<file path="src/rtl/command_uart_tx.sv">
// ---------------------------------------------------------------------------
// command_uart_tx
//
// Sends the 4-bit command code from the sample-bank comparison stage
// off-chip as a two-byte 8N1 UART frame, least significant bit first:
//   byte0 = HEADER
//   byte1 = {~cmd, cmd}   (the upper nibble is an inverted check nibble)
//
// A frame starts on the rising edge of transmit_ready, only while
// state == 3'b010 and no frame is in flight. result is captured on that
// same cycle. Edges that arrive while a frame is in flight are dropped.
//
// Parameters:
//   CLKS_PER_BIT  clock cycles per UART bit (>= 2)
//   HEADER        first byte of every frame
//
// Ports:
//   clk             system clock, rising edge
//   reset_n         asynchronous active-low reset
//   state           top-level phase; triggers accepted only in 3'b010
//   transmit_ready  level from the comparison stage; 0->1 edge triggers
//   result          command code, sampled on the trigger cycle
//   tx              UART serial line, idles high
//   busy            high while a frame is being sent
//   done            one-cycle pulse on the first idle cycle after a frame
// ---------------------------------------------------------------------------
module command_uart_tx #(
   parameter int          CLKS_PER_BIT = 4167,
   parameter logic [7:0]  HEADER       = 8'hA5
) (
   input  logic       clk,
   input  logic       reset_n,
   input  logic [2:0] state,
   input  logic       transmit_ready,
   input  logic [3:0] result,
   output logic       tx,
   output logic       busy,
   output logic       done
);

   localparam int             CW        = (CLKS_PER_BIT > 1) ? $clog2(CLKS_PER_BIT) : 1;
   localparam logic [CW-1:0]  BAUD_LAST = CW'(CLKS_PER_BIT - 1);
   localparam logic [2:0]     PHASE_TX  = 3'b010;

   typedef enum logic [1:0] {
      IDLE  = 2'd0,
      START = 2'd1,
      DATA  = 2'd2,
      STOP  = 2'd3
   } fsm_t;

   fsm_t          fsm_reg,      fsm_next;
   logic [CW-1:0] baud_reg,     baud_next;
   logic [2:0]    bit_idx_reg,  bit_idx_next;
   logic          byte_idx_reg, byte_idx_next;
   logic [3:0]    cmd_reg,      cmd_next;
   logic          rdy_q;
   logic          tx_reg,       tx_next;
   logic          busy_reg,     busy_next;
   logic          done_reg,     done_next;

   logic          trigger;
   logic          bit_end;
   logic [7:0]    cur_byte;
   logic [2:0]    bit_inc;

   // rdy_q resets high so a level already high at reset release is not
   // mistaken for a rising edge.
   assign trigger  = transmit_ready & ~rdy_q & (state == PHASE_TX) & ~busy_reg;
   assign bit_end  = (baud_reg == BAUD_LAST);
   assign cur_byte = byte_idx_reg ? {~cmd_reg, cmd_reg} : HEADER;
   assign bit_inc  = bit_idx_reg + 3'd1;

   always_ff @(posedge clk or negedge reset_n) begin
      if (!reset_n) begin
         fsm_reg      <= IDLE;
         baud_reg     <= '0;
         bit_idx_reg  <= 3'd0;
         byte_idx_reg <= 1'b0;
         cmd_reg      <= 4'd0;
         rdy_q        <= 1'b1;
         tx_reg       <= 1'b1;
         busy_reg     <= 1'b0;
         done_reg     <= 1'b0;
      end else begin
         fsm_reg      <= fsm_next;
         baud_reg     <= baud_next;
         bit_idx_reg  <= bit_idx_next;
         byte_idx_reg <= byte_idx_next;
         cmd_reg      <= cmd_next;
         rdy_q        <= transmit_ready;
         tx_reg       <= tx_next;
         busy_reg     <= busy_next;
         done_reg     <= done_next;
      end
   end

   // Outputs are registered: tx_next is the line value for the state being
   // entered, so the wire changes exactly on the cycle the new bit begins.
   always_comb begin
      fsm_next      = fsm_reg;
      baud_next     = baud_reg;
      bit_idx_next  = bit_idx_reg;
      byte_idx_next = byte_idx_reg;
      cmd_next      = cmd_reg;
      tx_next       = tx_reg;
      done_next     = 1'b0;

      case (fsm_reg)
         IDLE: begin
            baud_next = '0;
            tx_next   = 1'b1;
            if (trigger) begin
               cmd_next      = result;
               fsm_next      = START;
               byte_idx_next = 1'b0;
               bit_idx_next  = 3'd0;
               tx_next       = 1'b0;
            end
         end
         START: begin
            if (bit_end) begin
               baud_next    = '0;
               fsm_next     = DATA;
               bit_idx_next = 3'd0;
               tx_next      = cur_byte[0];
            end else begin
               baud_next = baud_reg + CW'(1);
            end
         end
         DATA: begin
            if (bit_end) begin
               baud_next = '0;
               if (bit_idx_reg == 3'd7) begin
                  fsm_next = STOP;
                  tx_next  = 1'b1;
               end else begin
                  bit_idx_next = bit_inc;
                  tx_next      = cur_byte[bit_inc];
               end
            end else begin
               baud_next = baud_reg + CW'(1);
            end
         end
         STOP: begin
            if (bit_end) begin
               baud_next = '0;
               if (!byte_idx_reg) begin
                  // Second byte follows the first stop bit with no gap.
                  byte_idx_next = 1'b1;
                  fsm_next      = START;
                  tx_next       = 1'b0;
               end else begin
                  fsm_next  = IDLE;
                  tx_next   = 1'b1;
                  done_next = 1'b1;
               end
            end else begin
               baud_next = baud_reg + CW'(1);
            end
         end
         default: begin
            fsm_next  = IDLE;
            baud_next = '0;
            tx_next   = 1'b1;
         end
      endcase

      busy_next = (fsm_next != IDLE);
   end

   assign tx   = tx_reg;
   assign busy = busy_reg;
   assign done = done_reg;

endmodule
</file>
<file path="config.mk">
export PLATFORM = sky130hd
export DESIGN_NAME = command_uart_tx
export DESIGN_NICKNAME = d
export VERILOG_FILES = /design/src/rtl/command_uart_tx.sv
export SDC_FILE = /design/constraint.sdc
export NUM_CORES = 1
export LEC_CHECK = 0
export CORE_AREA = 2 2 55 57
export CTS_CLUSTER_DIAMETER = 200
export DETAILED_ROUTE_END_ITERATION = 6
export DIE_AREA = 0 0 57 59
export HOLD_SLACK_MARGIN = 0.08
export PLACE_DENSITY_LB_ADDON = 0.2
export SYNTH_ARGS = -nofsm -noshare
export SYNTH_HDL_FRONTEND = slang
export SYNTH_SLANG_ARGS = --single-unit
</file>
<file path="constraint.sdc">
create_clock -name clk -period 2.68 [get_ports clk]
set_input_delay 0.402 -clock clk [delete_from_list [all_inputs] [get_ports clk]]
set_output_delay 0.402 -clock clk [all_outputs]
set_load 0.05 [all_outputs]
</file>
# After elaboration in Yosys (flattened, before gate mapping)
# Index checks and enable logic that the tools add are counted.
# totals
ff_bits,27
latch_bits,0
mem_bits_rw,0
rom_bits,0
inputBits,10
output_inout_bits,3
wordCells,67
memories,0
# op_classes
addsub,2
n_mul,0
n_div,0
n_lt_le_gt_ge,1
eq_ne,11
n_shift,0
n_mux,29
bitwise_logic,6
n_reduce_logical,9
# ops
cell,count
$pmux W13 S2,1
$add A13 B1 Y13 const B,1
$eq A13 B13 Y1 const B,1
$mux W13,1
$mux W1,12
$mux W3,4
$mux W2,5
$ne A2 B2 Y1 const B,5
$pmux W3 S3,1
$mux W8,1
$pmux W2 S4,1
$reduce_and A3 Y1,2
$reduce_and A5 Y1,1
$eq A2 B2 Y1 const B,2
$lt A3 B4 Y1 const B,1
$not A4 Y4,1
$pmux W1 S4,1
$reduce_bool A2 Y1,2
$add A3 B1 Y3 const B,1
$and A1 B1 Y1,3
$bmux W1 S3,1
$eq A3 B2 Y1 const B,1
$eq A3 B3 Y1 const B,1
$reduce_bool A3 Y1,1
6 further kinds,7

# Depth between registers and ports, before layout
# logic_depth
depth_word,7
ltp_mapped,6
depth_no_buf,6

# Worst setup path after synthesis
# OpenSTA, ideal clock, no wires.
# synth_timing
path_kind,register -> register
startpoint,reg bit_idx_reg[0]
endpoint,reg tx_reg (netlist: tx)
setup_time_ps,61
arrival_time_ps,1897
t_required_ps,2619
setup_slack_ps,722
path_stages_with_launch,7
n_path_buf,0
path_cell_list,dfrtp_1 -> ha_1 -> ha_1 -> or4b_1 -> or3_1 -> o211ai_1 -> o22a_1
# synth_between
elab_chain_cells,6
# synth_lines
element,line_no,text
from (decl),54,"logic [2:0] bit_idx_reg, bit_idx_next;"
from (signal assigned),88,bit_idx_reg <= bit_idx_next;
$add A3 B1 Y3,72,assign bit_inc = bit_idx_reg + 3'd1;
$bmux W1 S3,139,tx_next = cur_byte[bit_inc];
$mux W1 (implied by the code),139,
$mux W1 *,134,if (bit_idx_reg == 3'd7) begin
$mux W1 *,132,if (bit_end) begin
$pmux W1 S4 *,109,case (fsm_reg)
to (signal assigned),92,tx_reg <= tx_next;
to (decl),58,"logic tx_reg, tx_next;"
# Every way passes the cells marked *; elsewhere a longest branch is shown, timed or not. The select of a mux whose other input is x is not followed.
# A chain may end at the register's enable or synchronous reset.

# Worst setup path after layout
# Ends and elaborated chain as after synthesis.

==> run_results.csv <==
group,metric,value,unit
clock_network,cts.root.buffer_cell,"clkbuf_4",
setup_path,max_stage_delay,0.50,ns
routing,via_per_inst,5.94,
yosys,synth-edff-count,0,
clock_network,cts_tree,"yes",
routing,postRouteAntennaNets,0,
routing,avgRoutedWirePerCell,14.4,microns
setup_path,reg2reg_depth,6,
yosys,yosys.area.top_type,"dfrtp_1",
yosys,ys_async_sr_fraction,100,%
floorplan,initial_core_util,53.8,%
pwr,power_density,558,mW/mm^2
setup_path,critPathMaxFanout,7,
layout,final_common_cell,"dfrtp_1",
layout,drive_gt1_share,11.0,%
setup_path,path_class,"register to register",
pwr,ir_drop,0.000465,V
hold_path,hold_class,"input port to async pin",
timing,fmaxAchievable,458,MHz
yosys,ys_ff_latch,27,
pwr,leakagePower,0.690,nW
timing,min_period,2.18,ns
clock_network,postCtsSetupBuffers,0,
timing,tightest_slew,0.640,ns
clock_network,htreeDepth,1,
timing,slew_viol_final,0,
floorplan,fp.dieW,57,microns
run,drv_cap,0,
setup_path,critPathArrivalTime,2.47,ns
layout,final_cell_mix,"dfrtp_1 (25), nand2_1 (22), nor2_1 (14), clkdlybuf4s50_1 (12)",
timing,fin_setup_tns,0,ns
timing,rsz0062_at_grt,"no",
layout,fillers,236,
layout,largest_register_ffs,13,
layout,antenna_cells,0,
layout,syn_to_final_growth,12.1,%
timing,setup_viol,0,
floorplan,ios,13,
yosys,synth.top_cells.by_area,"dfrtp_1 (43%), nand2_1 (5.7%), dfstp_2 (3.6%)",
routing,vias,1159,
layout,post-route-cell-area,0.00163,sq mm
timing,final.period_utilization,81.5,%
yosys,yosys_warnings,0,
setup_path,required,2.97,ns
clock_network,cts_hold_buf,0,
global_routing,grt.total_usage,18.7,%
yosys,ys.flop_type,"dfrtp_1",
yosys,netlist_instances,151,
yosys,synth_fp_nets,165,
routing,wirelength,2.81,mm
global_routing,grt_pass1_wl,4.97,mm
global_routing,grt.overflow.total,0,
yosys,syn-cell-area,0.00146,sq mm
global_routing,antenna_found_initial,0,
timing,finalWorstSetupSlack,0.496,ns
timing,slew_headroom,57.0,%
place,post_dp_cell_area,0.00161,sq mm
clock_network,cts-resized-gates,0,
global_routing,grt_pass1_vias,1144,
place,dp_hpwl,2.06,mm
yosys,yosysSeqAreaShare,46.5,%
routing,drc_errors,0,
timing,hold_viol,0,
clock_network,cts_max_path_buffers,2,
clock_network,numCtsBuffers,3,
place,place_congestion,0.787,
setup_path,end_kind,"register",
clock_network,cts.sinks,27,
floorplan,die_h,59,microns
status,status,"complete, no violations",
floorplan,dieArea,0.00336,sq mm
clock_network,clk_pin_slew_worst_paths,0.15,ns
place,io_buffers,12,
floorplan,rows,19,
clock_network,clk_latency,0.33,ns
yosys,synth.avg_cell_area,9.65,sq um
routing,drt_iter0_drc,35,
floorplan,core,0.00271,sq mm
setup_path,slowest_stage,"dfrtp_1",
routing,firstDrtPassIters,4,
yosys,synth_top_cell_area_share,42.9,%
timing,finClkSkew,0.0186,ns
global_routing,grt_max_degree,28,
setup_path,cp-start-kind,"register",
yosys,synth_cell_types,46,
place,dp_slack,0.397,ns
setup_path,crit_top_cell,"ha_1",
layout,nets,179,
setup_path,path_cells,"ha_1 -> ha_1 -> or4b_1 -> or3_1 -> o211ai_1 -> o22a_1",
path summary, 6_finish.rpt:
check	end	slack, ns	start
min	bit_idx_reg[0]	0.41	reset_n
max in group asynchronous	rdy_q	1.95	reset_n
max	tx	0.50	bit_idx_reg[0]
min reg2reg	cmd_reg[3]	0.50	cmd_reg[3]
min in group clk	cmd_reg[3]	0.50	cmd_reg[3]
max reg2reg	tx	0.50	bit_idx_reg[0]
critical path: cells and delay by family (launching register included):
family | cells | cell delay (ns)
simple gates | 2 | 0.78
compound gates | 2 | 0.28
fa+ha+maj | 2 | 0.57
flops | 1 | 0.50
cells in the mapped netlist (3+ instances only):
cell type and instances:
o21ai_0 3, a31o_2 3, nor2_1 14, inv_1 7
nor4_1 3, nand3_1 5, dfrtp_1 25, or3_1 4
xnor2_1 6, clkbuf_1 4, a21oi_1 7, nand2_1 22
ha_1 4
per-stage QoR:
| step | hold slack (ns) | utilization [%] | power (W) | std cells |
|---|---|---|---|---|
| 2_1_floorplan | 0.106 | - | 0.000674 | 151 |
| 3_3_place_gp | 0.470 | 59.3 | 0.000740 | 191 |
| 3_5_place_dp | 0.464 | 59.3 | 0.000745 | 191 |
| 4_1_cts | 0.433 | 60.3 | 0.000920 | 195 |
| 5_1_grt | 0.463 | 60.3 | 0.000966 | 195 |
| 6_report | 0.414 | 60.3 | 0.000913 | 195 |
where the power goes:
part / total (W) / internal (W) / switching (W)
clock network: 0.000178 / 0.0000583 / 0.000119
registers: 0.000514 / 0.000459 / 0.0000551
logic: 0.000221 / 0.0000931 / 0.000127
total: 0.000913 / 0.000611 / 0.000302
layout make-up:
cell class              count  area (sq um)  area share (%)
flip-flops and latches     27           678            41.5
clock buffers               4          26.3            1.61
multi-input cells         111           722            44.2
inverters                   7          26.3            1.61
repair buffers             15           143            8.73
well taps                  31          38.8            2.37
routing by layer:
| metal | share of wire (%) | global-route usage, % | wire [microns] | vias to the layer above |
|---|---|---|---|---|
| met5 | 0 | 0 | 0 | - |
| met4 | 1.2 | 9.30 | 35 | 0 |
| met3 | 3.5 | 2.84 | 98 | 4 |
| met2 | 49 | 31.9 | 1390 | 21 |
| met1 | 46 | 23.4 | 1290 | 571 |
| li1 | - | - | - | 563 |
cells by family after synthesis:
group                      count (synthesis)  synth area share, %
muxes                                      1                0.687
adders and majority gates                  4                 3.43
DFF                                       27                 46.5
buffers and inverters                     13                 3.95
xor gates and xnor gates                   8                 4.81
and+or+nand+nor                           70                 26.8
AOI/OAI and AO/OA                         28                 13.8
(Power assumes the default switching activity.)
